`src/rtl/mem_port_arbiter_pkg.sv`:
```
// Shared encodings and helpers for the two-port unified-memory arbiter.
// Latency: n/a (declarations only).
// Backpressure: n/a.
package mem_port_arbiter_pkg;

    // Arbiter sequence states; encodings are fixed so waveforms and
    // external monitors decode them the same way.
    typedef enum logic [1:0] {
        S_IDLE = 2'd0,
        S_BUSY = 2'd1,
        S_DONE = 2'd2
    } state_t;

    // Owner encodings, which are also the value driven onto mem_sel.
    localparam logic OWN_IF = 1'b0;   // port 0, instruction fetch
    localparam logic OWN_DM = 1'b1;   // port 1, data load/store

    // Round-robin pick between the two ports. A lone requester always
    // wins. On a tie the port that did not win last time gets the memory.
    function automatic logic rr_pick(input logic p0_req,
                                     input logic p1_req,
                                     input logic prev_winner);
        logic pick;
        pick = OWN_IF;
        if (p0_req && p1_req) begin
            pick = ~prev_winner;
        end else if (p1_req) begin
            pick = OWN_DM;
        end
        return pick;
    endfunction

endpackage

```
`src/rtl/mem_port_arbiter_nmux.sv`:
```
// N-bit 2:1 steering mux for address and write data into the memory.
// Latency: combinational, zero cycles.
// Backpressure: none; the select comes from a register owned by the arbiter.
module mem_port_arbiter_nmux #(
    parameter int N = 32
) (
    input  logic [N-1:0] i_a,
    input  logic [N-1:0] i_b,
    input  logic         i_sel,
    output logic [N-1:0] o_y
);

    // sel=0 passes port 0 (A), sel=1 passes port 1 (B).
    assign o_y = i_sel ? i_b : i_a;

endmodule

```
`src/rtl/mem_port_arbiter.sv`:
```
// Arbitrates one single-ported memory between fetch (port 0) and data (port 1).
// Latency: grant decided in IDLE, LAT cycles of BUSY, one DONE cycle (LAT+2 per access).
// Backpressure: level-held req waits through BUSY/DONE; accesses are never interrupted.
module mem_port_arbiter
    import mem_port_arbiter_pkg::*;
#(
    parameter int AW  = 32,
    parameter int DW  = 32,
    parameter int LAT = 2
) (
    input  logic          clk,
    input  logic          rst,
    input  logic          req0,
    input  logic          we0,
    input  logic [AW-1:0] addr0,
    input  logic [DW-1:0] wdata0,
    input  logic          req1,
    input  logic          we1,
    input  logic [AW-1:0] addr1,
    input  logic [DW-1:0] wdata1,
    input  logic [DW-1:0] mem_rdata,
    output logic          mem_en,
    output logic          mem_we,
    output logic          mem_sel,
    output logic [AW-1:0] mem_addr,
    output logic [DW-1:0] mem_wdata,
    output logic          gnt0,
    output logic          gnt1,
    output logic          done0,
    output logic          done1,
    output logic [DW-1:0] rdata
);

    // Counter reload value: BUSY lasts cnt+1 cycles, so LAT-1 gives LAT cycles.
    localparam logic [3:0] LAT_M1 = 4'(LAT - 1);

    state_t        r_state;
    logic          r_owner;
    logic          r_last;
    logic [3:0]    r_cnt;
    logic [DW-1:0] r_rdata;

    state_t        w_state_nxt;
    logic          w_owner_nxt;
    logic          w_last_nxt;
    logic [3:0]    w_cnt_nxt;
    logic [DW-1:0] w_rdata_nxt;

    logic          w_mem_en;
    logic          w_mem_we;
    logic          w_gnt0;
    logic          w_gnt1;
    logic          w_done0;
    logic          w_done1;

    // State and datapath registers; reset aborts any access in flight.
    always_ff @(posedge clk) begin
        if (rst) begin
            r_state <= S_IDLE;
            r_owner <= OWN_IF;
            r_last  <= OWN_DM;   // so port 0 wins the very first tie
            r_cnt   <= 4'd0;
            r_rdata <= '0;
        end else begin
            r_state <= w_state_nxt;
            r_owner <= w_owner_nxt;
            r_last  <= w_last_nxt;
            r_cnt   <= w_cnt_nxt;
            r_rdata <= w_rdata_nxt;
        end
    end

    // Next-state and output decode for the IDLE -> BUSY -> DONE sequence.
    always_comb begin
        w_state_nxt = r_state;
        w_owner_nxt = r_owner;
        w_last_nxt  = r_last;
        w_cnt_nxt   = r_cnt;
        w_rdata_nxt = r_rdata;
        w_mem_en    = 1'b0;
        w_mem_we    = 1'b0;
        w_gnt0      = 1'b0;
        w_gnt1      = 1'b0;
        w_done0     = 1'b0;
        w_done1     = 1'b0;

        case (r_state)
            S_IDLE: begin
                // Owner (and therefore mem_sel) only changes here, so the
                // steering muxes are stable for the whole access.
                if (req0 || req1) begin
                    w_owner_nxt = rr_pick(req0, req1, r_last);
                    w_cnt_nxt   = LAT_M1;
                    w_state_nxt = S_BUSY;
                end
            end
            S_BUSY: begin
                w_mem_en = 1'b1;
                w_mem_we = (r_owner == OWN_DM) ? we1 : we0;
                w_gnt0   = (r_owner == OWN_IF);
                w_gnt1   = (r_owner == OWN_DM);
                if (r_cnt == 4'd0) begin
                    // Read data is valid in the last BUSY cycle; on writes
                    // this captures a don't-care value.
                    w_rdata_nxt = mem_rdata;
                    w_state_nxt = S_DONE;
                end else begin
                    w_cnt_nxt = r_cnt - 4'd1;
                end
            end
            S_DONE: begin
                w_gnt0      = (r_owner == OWN_IF);
                w_gnt1      = (r_owner == OWN_DM);
                w_done0     = (r_owner == OWN_IF);
                w_done1     = (r_owner == OWN_DM);
                w_last_nxt  = r_owner;
                w_state_nxt = S_IDLE;
            end
            default: begin
                w_state_nxt = S_IDLE;
            end
        endcase
    end

    assign mem_en  = w_mem_en;
    assign mem_we  = w_mem_we;
    assign mem_sel = r_owner;
    assign gnt0    = w_gnt0;
    assign gnt1    = w_gnt1;
    assign done0   = w_done0;
    assign done1   = w_done1;
    assign rdata   = r_rdata;

    mem_port_arbiter_nmux #(.N(AW)) u_addr_mux (
        .i_a   (addr0),
        .i_b   (addr1),
        .i_sel (r_owner),
        .o_y   (mem_addr)
    );

    mem_port_arbiter_nmux #(.N(DW)) u_wdata_mux (
        .i_a   (wdata0),
        .i_b   (wdata1),
        .i_sel (r_owner),
        .o_y   (mem_wdata)
    );

endmodule
```
`config.mk`:
```
export PLATFORM = sky130hd
export DESIGN_NAME = mem_port_arbiter
export DESIGN_NICKNAME = d
export VERILOG_FILES = /design/src/rtl/mem_port_arbiter_pkg.sv /design/src/rtl/mem_port_arbiter_nmux.sv /design/src/rtl/mem_port_arbiter.sv
export SDC_FILE = /design/constraint.sdc
export NUM_CORES = 1
export LEC_CHECK = 0
export CAP_MARGIN = 20
export CORE_AREA = 2 2 103 105
export CTS_CLUSTER_SIZE = 30
export DETAILED_ROUTE_END_ITERATION = 7
export DIE_AREA = 0 0 105 107
export PLACE_DENSITY = 0.73
export SYNTH_ARGS = -nofsm -noshare
export SYNTH_HDL_FRONTEND = slang
export SYNTH_SLANG_ARGS = --single-unit
```
`constraint.sdc`:
```
create_clock -name clk -period 2 [get_ports clk]
set_clock_uncertainty 0.1 [all_clocks]
set_input_delay 0.3 -clock clk [delete_from_list [all_inputs] [get_ports clk]]
set_output_delay 0.3 -clock clk [all_outputs]
set_load 0.02 [all_outputs]
```
==> impl_metrics.py, run 1 <==
metrics = {
    "placed_design": {
        "io_buffers": 268,
        "placed_area_um2": 5420,
        "dpl.hpwl_mm": 9.45,
        "routabilityCongestion": 0.797,
        "dp_cells": 663,
    },
    "critical_path": {
        "endpoint_kind": "primary output",
        "crit_type": "reg -> out",
        "worstPathCellList": "buf_12 > mux2_2 > clkdlybuf4s15_1",
        "worst_ep_required_time_ns": 1.60,
        "cp-start-kind": "register",
        "max_stage_delay_ns": 0.41,
        "slowest_stage": "dfxtp_4",
        "worstPathMaxFanout": 27,
        "arrival_ns": 1.57,
        "r2r_end": "r_cnt[0]",
        "timing.rr.start": "r_state[1]",
        "r2r_cells": 7,
        "rrSetupSlack_ns": 0.21,
    },
    "clock_network": {
        "holdBufCountCts": 0,
        "cts_tree": "yes",
        "htreeDepth": 2,
        "cts-root-buf": "clkbuf_8",
        "numCtsBuffers": 5,
        "cts.sinks": 40,
        "cts.clk_slew.worst_paths_ns": 0.08,
        "cts_buffer_depth": 2,
        "clkLatencyLatePin_ns": 0.29,
    },
    "timing": {
        "clock.fmax_mhz": 509,
        "holdWs_ns": 0.209,
        "finalHoldViolCount": 0,
        "setup_viol": 0,
        "min_period_over_period_pct": 98.3,
        "slew_headroom_pct": 71.6,
        "worstMarginPinSlew_ns": 0.424,
        "final.min_clock_period_ns": 1.97,
        "slew_viol_final": 0,
        "rsz0062_at_grt": "true",
    },
    "floorplan": {
        "core-area_um2": 10100,
        "placementRows": 37,
        "die_h_um": 107,
        "die_width_um": 105,
        "ios": 269,
        "start_util_pct": 26.3,
        "die_area_um2": 11200,
    },
    "hold_path": {
        "holdPathEnd": "r_cnt[2]",
        "min-delay-start": "rst",
        "hold_depth": 2,
        "hold_class": "in -> reg",
    },
    "cells_and_area": {
        "final_area_um2": 5370,
        "mostFrequentLayoutCells": "clkdlybuf4s50_1, mux2_2, nand2_1, dfxtp_1, a21oi_2",
        "final_common_cell": "clkdlybuf4s50_1",
        "n_antenna_cell": 0,
        "post-route-util_pct": 53.2,
        "nets": 706,
        "synthToLayoutAreaGrowth_pct": 102,
        "final_layout_size_suffix_gt1_share_pct": 31.0,
        "fin_cells": 672,
    },
    "route": {
        "viasPerCell": 4.53,
        "wire_per_inst_um": 17.2,
        "drt_iter0_drc": 168,
        "via_count": 3043,
        "routed_wl_mm": 11.6,
        "ant_nets": 0,
        "drc": 0,
        "firstDrtPassIters": 4,
    },
    "flow_run": {
        "maxCapViolCount": 0,
    },
    "power": {
        "vdd_drop_max_v": 0.000469,
        "p_per_area_nw_per_um2": 883,
        "p_leak_nw": 2.03,
    },
    "grt": {
        "grtUsageTotal_pct": 19.7,
        "antenna_found_initial": 0,
        "grt_pass1_vias": 3122,
        "grt_max_degree": 28,
        "grt_overflow": 0,
        "grt_pass1_wl_mm": 17.3,
    },
    "synth": {
        "synth_cell_types": 37,
        "synth_area_leaders": "dfxtp_1, mux2_2, a21oi_2",
        "syn_inst": 271,
        "yosysTopAreaCellShare_pct": 30.2,
        "async_reset_ff_share_pct": 0,
        "yosysSeqAreaShare_pct": 30.2,
        "synth_fp_nets": 442,
        "synthFlopType": "dfxtp_1",
        "yosysTopAreaCell": "dfxtp_1",
        "avgSynthCellArea_um2": 9.78,
        "syn-cell-area_um2": 2650,
        "synth_edf_count": 0,
        "ys_seq_elements": 40,
        "yosys_warnings": 0,
    },
    "run_status": {
        "outcome": "complete, no violations",
    },
}
[flip-flops by register name, summed over array words and instances, names as in the netlist]
register	flops
mem_sel	1
r_cnt	4
r_state	2
rdata	32
r_last	1
[report_power, final]
group	total [mW]	internal [mW]	leakage, nW	switching (mW)
combinational	3.07	1.46	1.66	1.61
sequential	1.14	1.01	0.327	0.132
clock	0.530	0.249	0.0424	0.281
total	4.74	2.72	2.03	2.02
[what timing repair did]
item / 4_1_cts / 5_1_grt
gates cloned: 1 / 0
resized for setup: 87 / 61
setup buffers: 0 / 0
setup endpoints to repair: 70 / 46
hold endpoints to repair: 0 / 0
[per-layer routing]
metal  vias up  global-route usage (%)  routed length (um)
met1      1403                    25.4                4840
met2       156                    31.2                5360
li1       1462                       -                   -
met4         0                    5.43                 264
met5         -                       0                   0
met3        22                    6.69                1090
[worst max path at each step]
stage                from       endpoint  slack (ns)
2_1_floorplan  r_state[1]       r_cnt[0]        0.31
3_3_place_gp          we0         mem_we       -0.13
3_5_place_dp          we1         mem_we       -0.13
4_1_cts           mem_sel   mem_wdata[0]       -0.01
5_1_grt           mem_sel  mem_wdata[20]       -0.02
6_report          mem_sel  mem_wdata[20]        0.03
[critical path, delay by kind of cell, from the launching register on]
family                 cells  cell delay, ns
flip-flops                 1            0.41
buffers and inverters      2            0.50
multiplexers               1            0.37
[cell usage after synthesis (all sizes together), types with 2 or more instances]
library cell  count
or3b              2
nor2              3
mux2             64
dfxtp            40
and2              2
o31ai             3
buf              20
nand2            68
inv               6
a21oi            35
ha                5
nor2b             3
nand4bb           2
mux2i             2
[kinds of logic (layout without fill, tap and decap cells)]
group | Yosys count | in the layout | share of synthesized area (%)
flops | 40 | 40 | 30.2
simple gates | 88 | 88 | 18.4
compound gates | 45 | 45 | 13.9
buf+inv | 27 | 292 | 7.22
mux | 66 | 66 | 27.9
fa+ha+maj | 5 | 5 | 2.36
[cell type report]
type,instances,area [um^2]
fillers,975,4720
clock inverters,1,8.76
well taps,136,170
multi-input cells,204,1660
repair buffers,278,2620
flip-flops and latches,40,805
inverters,6,22.5
clock buffers,7,76.3
[per-stage QoR]
stage,TNS [ns],power [mW],worst slack (ns)
5_1_grt,-0.0219,5.07,-0.0219
3_5_place_dp,-0.127,4.39,-0.127
3_3_place_gp,-0.135,4.35,-0.135
6_report,0,4.74,0.0350
2_1_floorplan,0,3.15,0.308
4_1_cts,-0.0235,4.82,-0.0132
Power figures use the tool's default switching activity.
==> run 2: changes to the inputs <==
--- a/config.mk
+++ b/config.mk
@@ -6,11 +6,11 @@
 export NUM_CORES = 1
 export LEC_CHECK = 0
 export CAP_MARGIN = 20
-export CORE_AREA = 2 2 103 105
+export CORE_AREA = 2 2 106 108
 export CTS_CLUSTER_SIZE = 30
 export DETAILED_ROUTE_END_ITERATION = 7
-export DIE_AREA = 0 0 105 107
-export PLACE_DENSITY = 0.73
+export DIE_AREA = 0 0 108 110
+export PLACE_DENSITY = 0.72
 export SYNTH_ARGS = -nofsm -noshare
 export SYNTH_HDL_FRONTEND = slang
 export SYNTH_SLANG_ARGS = --single-unit
==> constraint.sdc (replaced) <==
create_clock -name clk -period 1.7 [get_ports clk]
set_clock_uncertainty 0.1 [all_clocks]
set_input_delay 0.255 -clock clk [delete_from_list [all_inputs] [get_ports clk]]
set_output_delay 0.255 -clock clk [all_outputs]
set_load 0.02 [all_outputs]
==> impl_metrics.py, run 2 (synthesis gave the netlist of run 1 again) <==
metrics = {
    "run_status": {
        "outcome": "finished with violations",
        "failed_checks": "setup timing",
    },
    "critical_path": {
        "timing.rr.start": "r_state[1]",
        "crit_family": "buffers and inverters",
        "r2r_end": "r_cnt[0]",
        "crit_buf_inv": 3,
        "rrSetupSlack_ns": -0.04,
        "crit_start": "mem_sel",
        "slowest_stage": "dfxtp_4",
        "crit_type": "reg -> out",
        "endpoint": "mem_we",
        "worst_ep_required_time_ns": 1.34,
        "r2r_cells": 8,
        "path_depth": 5,
        "arrival_ns": 1.47,
        "worstPathMaxFanout": 6,
        "max_stage_delay_ns": 0.36,
        "endpoint_kind": "primary output",
        "worstPathCellList": "buf_8 > clkbuf_16 > mux2i_1 > nor2b_1 > buf_4",
        "cp-start-kind": "register",
    },
    "placed_design": {
        "routabilityCongestion": 0.717,
        "io_buffers": 268,
        "dp_cells": 675,
        "dpl.hpwl_mm": 9.65,
    },
    "cells_and_area": {
        "final_common_cell": "clkdlybuf4s50_1",
        "nFillCells": 891,
        "mostFrequentLayoutCells": "clkdlybuf4s50_1, buf_6, mux2_4",
        "nets": 735,
        "final_layout_size_suffix_gt1_share_pct": 47.6,
        "synthToLayoutAreaGrowth_pct": 144,
        "largest_reg_flops": 32,
        "fin_cells": 708,
    },
    "timing": {
        "setup_viol": 66,
        "fin_ws_ns": -0.126,
        "min_period_over_period_pct": 107,
        "final.min_clock_period_ns": 1.83,
        "worstMarginPinSlew_ns": 0.571,
        "clock.fmax_mhz": 548,
        "slew_viol_final": 0,
        "finalHoldViolCount": 0,
        "rsz0062_at_grt": "true",
        "final.setup.tns_ns": -2.69,
        "slew_headroom_pct": 61.8,
    },
    "floorplan": {
        "die_h_um": 110,
        "die_width_um": 108,
        "start_util_pct": 24.8,
        "core-area_um2": 10700,
        "ios": 269,
        "die_area_um2": 11900,
        "placementRows": 38,
    },
    "clock_network": {
        "cts.sinks": 40,
        "htreeDepth": 2,
        "cts_buffer_depth": 2,
        "clkLatencyLatePin_ns": 0.29,
        "cts.clk_slew.worst_paths_ns": 0.09,
        "numCtsBuffers": 5,
        "cts_tree": "yes",
        "cts-root-buf": "clkbuf_8",
    },
    "route": {
        "via_count": 3190,
        "viasPerCell": 4.51,
        "ant_nets": 0,
        "routed_wl_mm": 13.3,
        "drc": 0,
        "drt_iter0_drc": 146,
        "firstDrtPassIters": 5,
        "wire_per_inst_um": 18.8,
    },
    "power": {
        "vdd_drop_max_v": 0.000766,
        "p_leak_nw": 2.63,
        "p_per_area_nw_per_um2": 1130,
    },
    "grt": {
        "grtUsageTotal_pct": 18.5,
        "grt_pass1_vias": 3058,
        "antenna_found_initial": 4,
        "grt_overflow": 0,
        "grt_pass1_wl_mm": 17.0,
        "grt_max_degree": 34,
    },
    "hold_path": {
        "hold_class": "in -> reg",
    },
    "flow_run": {
        "maxCapViolCount": 0,
    },
}
-- run 2: through the flow --
| stage | total power [mW] | utilization (%) | instance area [um^2] | hold WS [ns] | worst slack [ns] |
|---|---|---|---|---|---|
| 2_1_floorplan | 3.70 | - | 2650 | 0.256 | 0.00832 |
| 6_report | 7.29 | 60.5 | 6470 | 0.287 | -0.126 |
| 4_1_cts | 6.42 | 52.7 | 5640 | 0.259 | -0.152 |
| 3_3_place_gp | 5.21 | 51.4 | 5500 | 0.347 | -0.340 |
| 3_5_place_dp | 5.28 | 51.4 | 5500 | 0.357 | -0.347 |
| 5_1_grt | 7.67 | 60.4 | 6460 | 0.287 | -0.139 |
-- run 2: what timing repair did --
item	in CTS	in global routing
hold buffers	0	0
buffers inserted	9	6
pin swaps	4	17
endpoints found under the setup margin	105	107
gates resized for setup	331	194
cloned	4	6
-- run 2: worst reg2reg max path: cells and delay by family (launching register included) --
family | cells | cell delay [ns]
AOI/OAI and AO/OA | 1 | 0.15
adders and majority gates | 1 | 0.17
buffers and inverters | 4 | 0.47
DFF | 1 | 0.34
and+or+nand+nor | 2 | 0.44
-- run 2: final cells by class --
class,count,area (um^2),area share [%]
Multi-Input combinational cell,204,2040,31.5
Sequential cell,40,811,12.5
Tap cell,140,175,2.71
Antenna cell,3,7.51,0.116
Clock inverter,2,38.8,0.599
Timing Repair Buffer,307,3290,50.9
Inverter,6,22.5,0.348
Clock buffer,6,82.6,1.28
-- run 2: worst min path at each step --
stage | start | endpoint | slack [ns] | cells after the start
3_5_place_dp | r_last | r_last | 0.36 | 1
4_1_cts | rst | rdata[25] | 0.26 | 2
3_3_place_gp | rdata[2] | rdata[2] | 0.35 | 2
2_1_floorplan | rst | r_cnt[3] | 0.26 | 1
5_1_grt | rst | rdata[25] | 0.29 | 2
6_report | rst | rdata[25] | 0.29 | 2
-- run 2: power by group --
part	internal [mW]	switching [mW]
sequential	1.20	0.144
combinational	2.76	2.36
clock	0.481	0.348
total	4.43	2.85
-- run 2: metal layers --
layer / wire, um / up-vias / global-route usage [%]
li1: - / 1527 / -
met1: 5220 / 1485 / 22.7
met2: 6740 / 160 / 31.9
met4: 125 / 2 / 3.11
met5: 13 / - / 0
met3: 1220 / 16 / 6.29
